===== src/rtl/muldiv_hilo_unit.sv =====
// muldiv_hilo_unit
// Radix-2 iterative multiply/divide engine that owns the architectural
// HI/LO registers. The pipeline issues one op with a start pulse and
// stalls while busy is high. done pulses for one cycle when an op completes.
//
// Build option: define MULDIV_MADD_EN to recognise MADD/MADDU/MSUB/MSUBU,
// which accumulate the product into {HI,LO}. Without it those codes are
// ignored and the accumulate adder is not built.
module muldiv_hilo_unit #(
    parameter int WIDTH = 32,
    parameter int CNT_W = $clog2(WIDTH) + 1
) (
    input  logic             CLK,
    input  logic             RST,
    input  logic             start,
    input  logic [5:0]       op,
    input  logic [WIDTH-1:0] A,
    input  logic [WIDTH-1:0] B,
    output logic             busy,
    output logic             done,
    output logic             div_by_zero,
    output logic [WIDTH-1:0] HI,
    output logic [WIDTH-1:0] LO
);

    localparam logic [5:0] OP_MULT  = 6'b011000;
    localparam logic [5:0] OP_MULTU = 6'b011001;
    localparam logic [5:0] OP_DIV   = 6'b011010;
    localparam logic [5:0] OP_DIVU  = 6'b011011;
    localparam logic [5:0] OP_MTHI  = 6'b010001;
    localparam logic [5:0] OP_MTLO  = 6'b010011;
`ifdef MULDIV_MADD_EN
    localparam logic [5:0] OP_MADD  = 6'b011100;
    localparam logic [5:0] OP_MADDU = 6'b011101;
    localparam logic [5:0] OP_MSUB  = 6'b011110;
    localparam logic [5:0] OP_MSUBU = 6'b011111;

    typedef enum logic [1:0] {ACC_NONE, ACC_ADD, ACC_SUB} acc_t;
`endif

    typedef enum logic [1:0] {S_IDLE, S_MUL, S_DIV, S_FIX} state_t;

    // Control and architectural state
    state_t           r_state;
    logic             r_busy;
    logic             r_done;
    logic             r_dbz;
    logic [WIDTH-1:0] r_hi;
    logic [WIDTH-1:0] r_lo;

    // Iteration datapath: r_upper is the partial product high half or the
    // partial remainder; r_lower holds the multiplier or the dividend that
    // turns into the quotient; r_opnd is the multiplicand or divisor.
    logic [WIDTH-1:0] r_upper;
    logic [WIDTH-1:0] r_lower;
    logic [WIDTH-1:0] r_opnd;
    logic [CNT_W-1:0] r_cnt;
    logic             r_neg_q;   // negate product / quotient at FIX
    logic             r_neg_r;   // negate remainder at FIX
    logic             r_is_div;
`ifdef MULDIV_MADD_EN
    acc_t             r_acc;
    acc_t             w_acc;
`endif

    // Decode outputs
    logic             w_rec;
    logic             w_div;
    logic             w_sgn;
    logic             w_mthi;
    logic             w_mtlo;

    logic             w_a_neg;
    logic             w_b_neg;
    logic [WIDTH-1:0] w_a_mag;
    logic [WIDTH-1:0] w_b_mag;
    logic [WIDTH:0]   w_sum;
    logic [WIDTH:0]   w_rem_sh;
    logic [WIDTH:0]   w_diff;
    logic [2*WIDTH-1:0] w_prod;
    logic [2*WIDTH-1:0] w_prod_s;
    logic [WIDTH-1:0] w_quo_s;
    logic [WIDTH-1:0] w_rem_s;
    logic             w_last;

    // Decode the function code into recognised-op class and signedness
    always_comb begin
        // NOTE: every output of this block gets a default first, so no path leaves one unassigned and no latch is inferred.
        w_rec  = 1'b0;
        w_div  = 1'b0;
        w_sgn  = 1'b0;
        w_mthi = 1'b0;
        w_mtlo = 1'b0;
`ifdef MULDIV_MADD_EN
        w_acc  = ACC_NONE;
`endif
        case (op)
            OP_MULT:  begin w_rec = 1'b1; w_sgn = 1'b1; end
            OP_MULTU: begin w_rec = 1'b1; end
            OP_DIV:   begin w_rec = 1'b1; w_div = 1'b1; w_sgn = 1'b1; end
            OP_DIVU:  begin w_rec = 1'b1; w_div = 1'b1; end
            OP_MTHI:  begin w_rec = 1'b1; w_mthi = 1'b1; end
            OP_MTLO:  begin w_rec = 1'b1; w_mtlo = 1'b1; end
`ifdef MULDIV_MADD_EN
            OP_MADD:  begin w_rec = 1'b1; w_sgn = 1'b1; w_acc = ACC_ADD; end
            OP_MADDU: begin w_rec = 1'b1; w_acc = ACC_ADD; end
            OP_MSUB:  begin w_rec = 1'b1; w_sgn = 1'b1; w_acc = ACC_SUB; end
            OP_MSUBU: begin w_rec = 1'b1; w_acc = ACC_SUB; end
`endif
            default:  ;
        endcase
    end

    // Operand magnitudes; the most-negative value maps to 2^(WIDTH-1) unsigned
    assign w_a_neg = w_sgn & A[WIDTH-1];
    assign w_b_neg = w_sgn & B[WIDTH-1];
    assign w_a_mag = w_a_neg ? -A : A;
    assign w_b_mag = w_b_neg ? -B : B;

    // Shift-add step: conditional add into the high half, carry kept in bit WIDTH
    assign w_sum = {1'b0, r_upper} + (r_lower[0] ? {1'b0, r_opnd} : '0);

    // Restoring divide step: shift in the next dividend bit, trial-subtract.
    // The shifted remainder is below twice the divisor, so bit WIDTH of the
    // difference is set exactly when the subtraction goes negative.
    assign w_rem_sh = {r_upper, r_lower[WIDTH-1]};
    assign w_diff   = w_rem_sh - {1'b0, r_opnd};

    // Sign fix-up applied once at the FIX edge
    assign w_prod   = {r_upper, r_lower};
    assign w_prod_s = r_neg_q ? -w_prod : w_prod;
    assign w_quo_s  = r_neg_q ? -r_lower : r_lower;
    assign w_rem_s  = r_neg_r ? -r_upper : r_upper;

    assign w_last = (r_cnt == CNT_W'(WIDTH - 1));

    // Control FSM, iteration datapath and HI/LO update with registered outputs
    always_ff @(posedge CLK or posedge RST) begin
        if (RST) begin
            r_state  <= S_IDLE;
            r_busy   <= 1'b0;
            r_done   <= 1'b0;
            r_dbz    <= 1'b0;
            r_hi     <= '0;
            r_lo     <= '0;
            r_upper  <= '0;
            r_lower  <= '0;
            r_opnd   <= '0;
            r_cnt    <= '0;
            r_neg_q  <= 1'b0;
            r_neg_r  <= 1'b0;
            r_is_div <= 1'b0;
`ifdef MULDIV_MADD_EN
            r_acc    <= ACC_NONE;
`endif
        end else begin
            // NOTE: non-blocking assignments only, so every register samples pre-edge values regardless of statement order.
            r_done <= 1'b0;
            case (r_state)
                S_IDLE: begin
                    if (start && w_rec) begin
                        r_dbz <= 1'b0;
                        if (w_mthi) begin
                            r_hi   <= A;
                            r_done <= 1'b1;
                        end else if (w_mtlo) begin
                            r_lo   <= A;
                            r_done <= 1'b1;
                        end else if (w_div && (B == '0)) begin
                            r_dbz  <= 1'b1;
                            r_done <= 1'b1;
                        end else begin
                            r_upper  <= '0;
                            r_lower  <= w_a_mag;
                            r_opnd   <= w_b_mag;
                            r_cnt    <= '0;
                            r_neg_q  <= w_a_neg ^ w_b_neg;
                            r_neg_r  <= w_a_neg;
                            r_is_div <= w_div;
`ifdef MULDIV_MADD_EN
                            r_acc    <= w_acc;
`endif
                            r_busy   <= 1'b1;
                            r_state  <= w_div ? S_DIV : S_MUL;
                        end
                    end
                end

                S_MUL: begin
                    r_upper <= w_sum[WIDTH:1];
                    r_lower <= {w_sum[0], r_lower[WIDTH-1:1]};
                    r_cnt   <= r_cnt + CNT_W'(1);
                    if (w_last) r_state <= S_FIX;
                end

                S_DIV: begin
                    if (w_diff[WIDTH]) begin
                        r_upper <= w_rem_sh[WIDTH-1:0];
                        r_lower <= {r_lower[WIDTH-2:0], 1'b0};
                    end else begin
                        r_upper <= w_diff[WIDTH-1:0];
                        r_lower <= {r_lower[WIDTH-2:0], 1'b1};
                    end
                    r_cnt <= r_cnt + CNT_W'(1);
                    if (w_last) r_state <= S_FIX;
                end

                S_FIX: begin
                    if (r_is_div) begin
                        r_lo <= w_quo_s;
                        r_hi <= w_rem_s;
                    end else begin
`ifdef MULDIV_MADD_EN
                        case (r_acc)
                            ACC_ADD: {r_hi, r_lo} <= {r_hi, r_lo} + w_prod_s;
                            ACC_SUB: {r_hi, r_lo} <= {r_hi, r_lo} - w_prod_s;
                            default: {r_hi, r_lo} <= w_prod_s;
                        endcase
`else
                        {r_hi, r_lo} <= w_prod_s;
`endif
                    end
                    r_done  <= 1'b1;
                    r_busy  <= 1'b0;
                    r_state <= S_IDLE;
                end

                default: r_state <= S_IDLE;
            endcase
        end
    end

    assign busy        = r_busy;
    assign done        = r_done;
    assign div_by_zero = r_dbz;
    assign HI          = r_hi;
    assign LO          = r_lo;

endmodule

===== config.mk =====
export PLATFORM = sky130hd
export DESIGN_NAME = muldiv_hilo_unit
export DESIGN_NICKNAME = d
export VERILOG_FILES = /design/src/rtl/muldiv_hilo_unit.sv
export SDC_FILE = /design/constraint.sdc
export NUM_CORES = 1
export LEC_CHECK = 0
export CAP_MARGIN = 20
export CORE_MARGIN = 3
export CORE_UTILIZATION = 53
export DETAILED_ROUTE_END_ITERATION = 10
export HOLD_SLACK_MARGIN = 0.08
export PLACE_DENSITY = 0.8
export SKIP_CTS_REPAIR_TIMING = 1
export SLEW_MARGIN = 0
export SYNTH_ARGS = -nofsm -noshare
export SYNTH_HDL_FRONTEND = slang
export SYNTH_SLANG_ARGS = --single-unit

===== constraint.sdc =====
create_clock -name CLK -period 5.7 [get_ports CLK]
set_clock_uncertainty 0.2 [all_clocks]
set_input_delay 1.14 -clock CLK [delete_from_list [all_inputs] [get_ports CLK]]
set_output_delay 1.14 -clock CLK [all_outputs]
set_load 0.05 [all_outputs]

== Yosys cells after proc, flatten, opt, wreduce, memory -nomap -nowiden ==
Index checks and enable logic that the tools add are counted.

* Bits in registers: 174
* Input bits: 73
* Logic and storage cells: 119

* $add $sub $neg: 8
* Eq/ne operators: 17
* Mux-type cells: 56
* Bitwise operators: 6
* Reduce and logical (&&, ||, !) cells: 19

{| class="wikitable"
|+ Operators with widths
! cell !! number
|-
| 32-bit 2-to-1 mux || 21
|-
| 32-bit case mux with 3 select lines || 2
|-
| 32-bit negation || 4
|-
| 32-bit case mux with 2 select lines || 2
|-
| 64-bit 2-to-1 mux || 1
|-
| 64-bit negation || 1
|-
| 6-bit by 5-bit equality test with 1-bit output (second input constant) || 7
|-
| 32-bit by 32-bit adder with 33-bit output || 1
|-
| 33-bit by 32-bit subtractor with 33-bit output || 1
|-
| 32-bit zero test || 1
|-
| 5-bit AND reduction || 5
|-
| 6-bit 2-to-1 mux || 4
|-
| 1-bit 2-to-1 mux || 16
|-
| 2-bit 2-to-1 mux || 6
|-
| 2-bit != test (second input constant) || 6
|-
| 6-bit case mux with 2 select lines || 1
|-
| 6-bit by 1-bit adder with 6-bit output (second input constant) || 1
|-
| 2-bit case mux with 3 select lines || 1
|-
| 2-bit OR reduction || 3
|-
| 6-bit OR reduction || 1
|-
| 2-bit equality test (second input constant) || 2
|-
| 1-bit case mux with 2 select lines || 2
|-
| 4-bit AND reduction || 1
|-
| 2-bit nonzero test || 2
|-
| other kinds (10) || 14
|}

== Longest topological paths before layout ==
Gate-level depths: netlist (run 1).

* Depth after elaboration: 10
* Depth in mapped cells: 13
* Depth with buffers taken out: 13

== Worst setup path after synthesis (run 1) ==
Ideal clock, no wire load.

* Path kind: input port to flip-flop
* From: input port B[27]
* To: register r_cnt[5]
* Library setup time: 0.132 ns
* Arrival time: 3.472 ns
* Required time: 5.368 ns
* Setup slack: 1.896 ns
* Stages on the path: 11
* Cell sequence: or4_1 > or3_1 > or3_1 > or3_4 > nand3b_2 > buf_6 > and2_4 > buf_6 > nor3_1 > xnor2_1 > nor2_1

* Word-level cells in the longest chain between the ends: 4

{| class="wikitable"
|+ RTL lines
! what !! line !! source
|-
| start: declaration || 18 || <nowiki>input logic [WIDTH-1:0] B,</nowiki>
|-
| 32-bit zero test || 169 || <nowiki>end else if (w_div && (B == '0)) begin</nowiki>
|-
| 1-bit logical AND || 169 ||
|-
| 2-bit != test (no line) || - ||
|-
| 5-bit AND reduction (no line) || - ||
|-
| end signal: assignment || 192 || <nowiki>r_cnt <= r_cnt + CNT_W'(1);</nowiki>
|-
| end signal: assignment || 204 || <nowiki>r_cnt <= r_cnt + CNT_W'(1);</nowiki>
|-
| end: declaration || 57 || <nowiki>logic [CNT_W-1:0] r_cnt;</nowiki>
|}

Every way passes these cells.
A chain may end at the register's enable or synchronous reset.

== Final worst setup path (run 1) ==
* From: input port op[4]
* To: register r_upper[29]

* Word-level cells in the longest chain between the ends: 6
* Elaborated cells on any way between the ends: 19
* Classes of those cells: 10 x eq/ne; 4 x mux; 5 x reduce/logical

{| class="wikitable"
|+ RTL lines
! what !! line !! source
|-
| start: declaration || 16 || <nowiki>input logic [5:0] op,</nowiki>
|-
| 6-bit by 5-bit equality test with 1-bit output || 97 || <nowiki>case (op)</nowiki>
|-
| 6-bit OR reduction (no line) / 2-bit OR reduction (equally long branches) || - ||
|-
| 1-bit 2-to-1 mux || 97 ||
|-
| 1-bit logical AND (on tied branches) || 161, 169 ||
|-
| 2-bit != test (no line) || - ||
|-
| 5-bit AND reduction (no line) * || - ||
|-
| end signal: assignment || 190 || <nowiki>r_upper <= w_sum[WIDTH:1];</nowiki>
|-
| end signal: assignment || 198 || <nowiki>r_upper <= w_rem_sh[WIDTH-1:0];</nowiki>
|-
| end signal: assignment || 201 || <nowiki>r_upper <= w_diff[WIDTH-1:0];</nowiki>
|-
| end: declaration || 54 || <nowiki>logic [WIDTH-1:0] r_upper;</nowiki>
|}

Every way passes the cells marked *; elsewhere a longest branch is shown, timed or not.

==> summary.txt, run 1 <==
Outcome
  – Status: complete, no violations

Clock tree
  – Clock buffer depth: 2
  – Root buf cell: clkbuf_16
  – CTS tree: yes
  – CTS sink cnt: roughly 170
  – Reg clk slew, reported paths: about 70 ps
  – Clk_lat worst skew: between 400 and 500 ps
  – CTS Buf Count: 17
  – H-tree depth: 4

Critical path
  – Crit start category: input pin
  – Worst Setup End Kind: flip-flop
  – CP max FO: 27
  – Crit path kind: in2reg
  – Critical path data arrival time: 4740 ps
  – Crit path required time: ~5800 ps

Finish
  – Nets: roughly 2,000
  – Layout cells sized above 1: under 10%
  – Fill count: 2,314
  – Antenna diodes: 0
  – Cell area after layout: approximately 17,000 um^2
  – Area Growth Syn to Fin: 15.3%

Route
  – DRC: 0
  – Pre-antenna DRT Iters: 6
  – Drt total wl: between 40,000 and 50,000 um
  – Routed Antenna Nets: 0
  – Per-cell routed wire length: approximately 19 um
  – Vias: 14,200
  – Number of DRC markers in iteration 0: 1,378
  – Via-per-instance ratio: roughly 6.4

Floorplanning
  – Chip Height: approximately 170 um
  – Core area: between 20,000 and 30,000 um^2
  – Initial Utilization: roughly 55%
  – I/O pin cnt: 140
  – Die ar.: 29,300 um^2
  – Die X-Extent: approximately 170 um
  – Cell row count: between 50 and 60

Logic synthesis
  – Ys flop type: dfrtp_1
  – Xor-xnor portion of the synthesized cell area: a little over a tenth
  – Synth Area in Adders: about 6.6%
  – Sequential share of the synthesized area: a little under a third
  – Synth async-reset ratio: 100%
  – Largest cells by area after synthesis: dfrtp_1 (30%), o21ai_0 (7.0%), ha_1 (6.3%)
  – Compound-Gate Fraction of Synth Area: between 20% and 30%
  – Post-synth net total: about 2,000
  – Synthesized area: approximately 14,000 um^2
  – Mapped Cells: about 1,800
  – Most common cell in the netlist: o21ai_0
  – EDFF count, synth: 0
  – Yosys cell types: 80
  – Synth Area in Simple Gates: 18.4%
  – Ys Warns: 0
  – Main combinational cell family by area after synthesis: compound AO/OA/AOI/OAI gates
  – Synth top cells by count: o21ai_0 (202), nand2_1 (199), dfrtp_1 (174), a21oi_1 (149), nor2_1 (146)
  – Post-synth top area share: 30.1%
  – Syn Area/Cell: just over 8 um^2
  – Synth Register Bits: about 170
  – Fraction of synthesized area in multiplexers: under 10%
  – Largest area contributor in the netlist: dfrtp_1

Global route
  – Initial antenna violation count: 0
  – First-pass GRT wire length: around 69,000 um
  – Largest net degree at the start of global routing: roughly 100
  – Vias in the first global route: between 10,000 and 15,000
  – Total GRT Usage: between 20% and 30%
  – Grt ovf: 0

Place
  – Post-DP HPWL: between 30,000 and 40,000 um
  – Final RePlAce weighted congestion: approximately 1
  – Placed cell area: approximately 16,000 um^2
  – Buffers on Ports: between 100 and 150

Worst hold path
  – Tightest Hold Check Type: reg2reg

STA
  – Tightest Pin Transition: around 1100 ps
  – Min Tclk post-route: around 4600 ps
  – Setup TNS: 0 ps
  – Fin. Hold Viols: 0
  – Period Utilization, post-route: a little over 80%
  – Relative slew slack: a little under a quarter
  – Final setup vio count: 0
  – Fmax: roughly 220 MHz
  – RSZ-0062 raised after global routing: false
  – Slew Limit Fails: 0

Pwr
  – Leak pwr: ~0.0070 uW
  – Pwr/cell area: between 600 and 700 nW/um^2
  – Peak VDD IR: between 0.0003 and 0.0004 V

Job
  – # Max-Cap Violations: 0
## kinds of logic (layout without fill, tap and decap cells)
logic type	Yosys count	in the layout
XOR/XNOR	174	174
AND/OR/NAND/NOR	550	550
AO/OA/AOI/OAI	622	622
multiplexers	38	38
flip-flops	174	174
buffers and inverters	167	264
adder cells (fa/ha/maj)	75	75
## critical path, stage by stage
cell and delay, ps:
clkdlybuf4s50_1 470, nor3b_1 560, nand3_1 400, or3_1 430, nor3_1 620, o21a_1 280, nor2_1 120, nand2_1 110
buf_4 310, or4_1 200, o211ai_1 90
## cell usage in the layout (no fill, tap or decap), drive strengths merged, types with 10 or more instances in the layout
master	Yosys	final
a211oi	18	18
ha	73	73
o211ai	12	12
nand2	199	199
or4	16	16
o21a	12	12
a22oi	25	25
clkdlybuf4s50	0	139
and2	10	10
o41ai	14	14
o21ai	236	236
nor2b	15	15
dfrtp	174	174
nor2	146	146
a221o	20	20
nand3	28	28
xnor2	83	83
nand2b	17	17
nor3b	17	17
inv	69	76
mux2i	38	38
nor4	19	19
clkbuf	72	18
a21o	25	25
or3	16	16
a31oi	13	13
o31ai	34	34
nor3	34	34
buf	25	23
xor2	91	91
a21oi	149	149
## routing by layer
layer | up-vias | part of all wire (%) | global-route usage (%)
li1 | 6706 | - | -
met1 | 6733 | 42 | 39.0
met2 | 687 | 47 | 48.1
met3 | 112 | 7.4 | 3.84
met4 | 0 | 3.4 | 11.1
met5 | - | 0 | 0
## flip-flops by register name (all words and copies together), names as in the netlist, 2 cells and up
signal,cells
HI,32
LO,32
r_lower,32
r_opnd,32
r_upper,32
r_cnt,6
r_state,2
## through the flow
stage                     util [%]  setup slack, ps  cells  power, uW  hold slack [ps]
after floorplan                  -             1900   1800       7800              250
after global placement        60.9              953   2199       9490              261
after detailed placement      60.9              857   2199       9690              269
after CTS                     63.1             1290   2231      10900              286
after global routing          63.2              982   2232      11800              301
final                         63.2             1060   2232      11000              277
## report_power, final
| part | switching [uW] | total (uW) | internal (uW) |
|---|---|---|---|
| sequential | 688 | 2480 | 1800 |
| combinational | 4550 | 7350 | 2800 |
| clock | 601 | 1190 | 593 |
## path summary, 6_finish.rpt
| check | startpoint | endpoint | slack (ps) | depth (start not counted) |
|---|---|---|---|---|
| max | op[4] | r_upper[29]$_DFFE_PP0P_ | 1060 | 11 |
| max reg2reg | r_upper[0]$_DFFE_PP0P_ | r_upper[0]$_DFFE_PP0P_ | 1280 | 12 |
| min reg2reg | r_opnd[17]$_DFFE_PP0P_ | r_opnd[17]$_DFFE_PP0P_ | 280 | 2 |
| min in group asynchronous | RST | LO[8]$_DFFE_PP0P_ | 750 | 2 |
| min | r_opnd[17]$_DFFE_PP0P_ | r_opnd[17]$_DFFE_PP0P_ | 280 | 2 |
| max in group asynchronous | RST | r_upper[26]$_DFFE_PP0P_ | 3460 | 4 |
## final cells by class
type | instances | area (um^2) | area share [%]
clock buffer | 18 | 429 | 2.57
clock inverter | 14 | 163 | 0.974
inverter | 70 | 267 | 1.60
multi-input combinational | 1459 | 9460 | 56.6
sequential | 174 | 4350 | 26.1
tap | 335 | 419 | 2.51
timing repair buffer | 162 | 1610 | 9.66
No activity file was read; power rests on OpenSTA's default activity.
==> inputs of run 2 (changes only) <==
Settings changed: CORE_UTILIZATION 53 to 59, PLACE_DENSITY 0.8 to 0.84.
Clock period 5.7 ns to 4.3 ns, I/O delays scaled along.
==> run 2 against run 1 <==
Combinational power is 39% higher. Sequential power grew 29%. First-iteration DRC count rose by 5.1%.
==> summary.txt, run 2 (synthesis results as in run 1) <==
Floorplanning
  – Die X-Extent: 163 um (-5.0%)
  – I/O pin cnt: 140 (unchanged)
  – Chip Height: 163 um (-5.0%)
  – Initial Utilization: 60.8% (+6.0 points)
  – Core area: 23,800 um^2 (-9.9%)
  – Die ar.: 26,500 um^2 (-9.8%)
  – Cell row count: 56 (-5.1%)

Global route
  – Grt ovf: 0 (unchanged)
  – Vias in the first global route: 13,600 (+1.9%)
  – Initial antenna violation count: 0 (unchanged)
  – Total GRT Usage: 32.5% (+3.5 points)
  – First-pass GRT wire length: 69,800 um (+0.64%)
  – Largest net degree at the start of global routing: 74 (-28%)

STA
  – Period Utilization, post-route: 94.0%
  – Tightest Pin Transition: 999 ps (-135 ps)
  – Fmax: between 200 and 250 MHz
  – Slew Limit Fails: 0 (unchanged)
  – RSZ-0062 raised after global routing: false
  – Final WS setup: 260 ps (-804 ps)
  – Setup TNS: 0 ps (unchanged)
  – Final setup vio count: 0 (unchanged)
  – Min Tclk post-route: 4040 ps
  – Fin. Hold Viols: 0 (unchanged)
  – Relative slew slack: 33.4% (+9.7 points)

Route
  – Vias: 14,400 (+0.90%)
  – Per-cell routed wire length: 19.3 um (-0.56%)
  – Number of DRC markers in iteration 0: 1,448 (+5.1%)
  – Routed Antenna Nets: 0 (unchanged)
  – DRC: 0 (unchanged)
  – Via-per-instance ratio: 6.37 (about the same)
  – Pre-antenna DRT Iters: 6 (unchanged)
  – Drt total wl: 43,600 um (+0.42%)

Place
  – Setup WS pre-CTS: 157 ps (-700 ps)
  – Post-DP HPWL: 32,800 um (+1.4%)
  – Final RePlAce weighted congestion: 0.981 (+0.51%)
  – Placed cell area: 16,400 um^2 (+2.0%)
  – Placed cells: 2,222 (+1.0%)
  – Buffers on Ports: 139 (unchanged)

Worst hold path
  – Worst Hold Depth: 2 (unchanged)
  – Hold endpoint: r_opnd[18]$_DFFE_PP0P_
  – Tightest Hold Check Type: reg2reg
  – Hold path start: r_opnd[18]$_DFFE_PP0P_

Clock tree
  – CTS Buf Count: 17 (unchanged)
  – Reg clk slew, reported paths: 70 ps (about the same)
  – CTS sink cnt: 174 (unchanged)
  – H-tree depth: 4 (unchanged)
  – Clock buffer depth: 2 (unchanged)
  – Root buf cell: clkbuf_16
  – CTS tree: yes
  – Clk_lat worst skew: 450 ps (about the same)

Critical path
  – Critical path data arrival time: 4140 ps (-600 ps)
  – Crit path kind: reg2reg
  – CP max FO: 13 (-52%)
  – R2R Path End: r_upper[23]$_DFFE_PP0P_
  – Launching point of the worst reg2reg path: r_lower[31]$_DFFE_PP0P_
  – Crit path required time: 4400 ps (-1400 ps)
  – Flop-to-flop setup slack: 260 ps (-1020 ps)
  – Crit start category: flip-flop
  – Worst reg2reg path depth: 15 (+3)
  – Worst Setup End Kind: flip-flop

Finish
  – Most common cell after layout, fill and taps aside: o21ai_0
  – Nets: 2,070 (+1.9%)
  – Multi-input gate area: 9460 um^2 (about the same)
  – Layout cells sized above 1: 6.87% (+1.9 points)
  – Cell area after layout: 17,000 um^2 (+1.7%)
  – Non-Filler Instances: 2,254 (+0.99%)
  – Most frequent cells in the layout: o21ai_0 (202), nand2_1 (199), dfrtp_1 (174)
  – Fill count: 1,882 (-19%)
  – Antenna diodes: 0 (unchanged)
  – Register Area: 4350 um^2 (unchanged)
  – Area Growth Syn to Fin: 17.3%

Pwr
  – Peak VDD IR: 0.000410 V (+5.3%)
  – Leak pwr: 0.00715 uW (+2.7%)
  – Final Power: 15,000 uW (+36%)
  – Pwr/cell area: 883 nW/um^2 (+34%)

Job
  – # Max-Cap Violations: 0 (unchanged)

Outcome
  – Status: complete, no violations
## run 2: cell count changes in the layout (fill, tap and decap cells not counted), sizes merged
cell and delta:
clkinvlp +3, buf +38, clkbuf -1, inv -1, clkinv -1
## run 2: final cells by class
class / count / share of cell area [%]
Tap cell: 319 / 2.35
Clock buffer: 17 / 2.50
Inverter: 70 / 1.57
Timing Repair Buffer: 200 / 11.4
Clock inverter: 15 / 0.891
Multi-Input combinational cell: 1459 / 55.7
Sequential cell: 174 / 25.6
## run 2: stage by stage
stage	hold slack (ps)	utilization, %
6_report	279	71.3
3_5_place_dp	269	68.9
2_1_floorplan	250	-
3_3_place_gp	262	68.9
5_1_grt	301	71.3
4_1_cts	285	71.3
## run 2: critical path, stage by stage (launching register included)
cell	delay (ps)
dfrtp_1	420
inv_1	120
ha_1	250
fa_1	420
nand2b_1	210
a21o_1	210
a21oi_1	130
buf_4	150
a221oi_4	70
o22ai_1	380
o31ai_2	200
a211oi_4	290
buf_4	300
buf_4	190
mux2i_1	220
o21ai_0	120
## run 2: power breakdown
part / switching [uW] / total, uW / internal [uW]
combinational: 6270 / 10200 / 3970
clock: 779 / 1550 / 773
sequential: 825 / 3210 / 2380
## run 2: worst max-delay path by stage
| stage | start | to | cells past startpoint |
|---|---|---|---|
| 5_1_grt | r_lower[0]$_DFFE_PP0P_ | r_upper[25]$_DFFE_PP0P_ | 14 |
| 6_report | r_lower[31]$_DFFE_PP0P_ | r_upper[23]$_DFFE_PP0P_ | 15 |
| 3_3_place_gp | B[27] | r_upper[7]$_DFFE_PP0P_ | 10 |
| 4_1_cts | r_lower[31]$_DFFE_PP0P_ | r_upper[23]$_DFFE_PP0P_ | 15 |
| 2_1_floorplan | B[27] | r_cnt[5]$_DFFE_PP0P_ | 11 |
| 3_5_place_dp | B[27] | r_upper[6]$_DFFE_PP0P_ | 10 |
## run 2: layer usage
metal  track usage [%]  up-vias  share of wire [%]
met5                 0        -                  0
met3              5.75      135                8.7
li1                  -     6770                  -
met1              41.5     6696                 40
met4              12.0        0                3.6
met2              55.4      765                 48
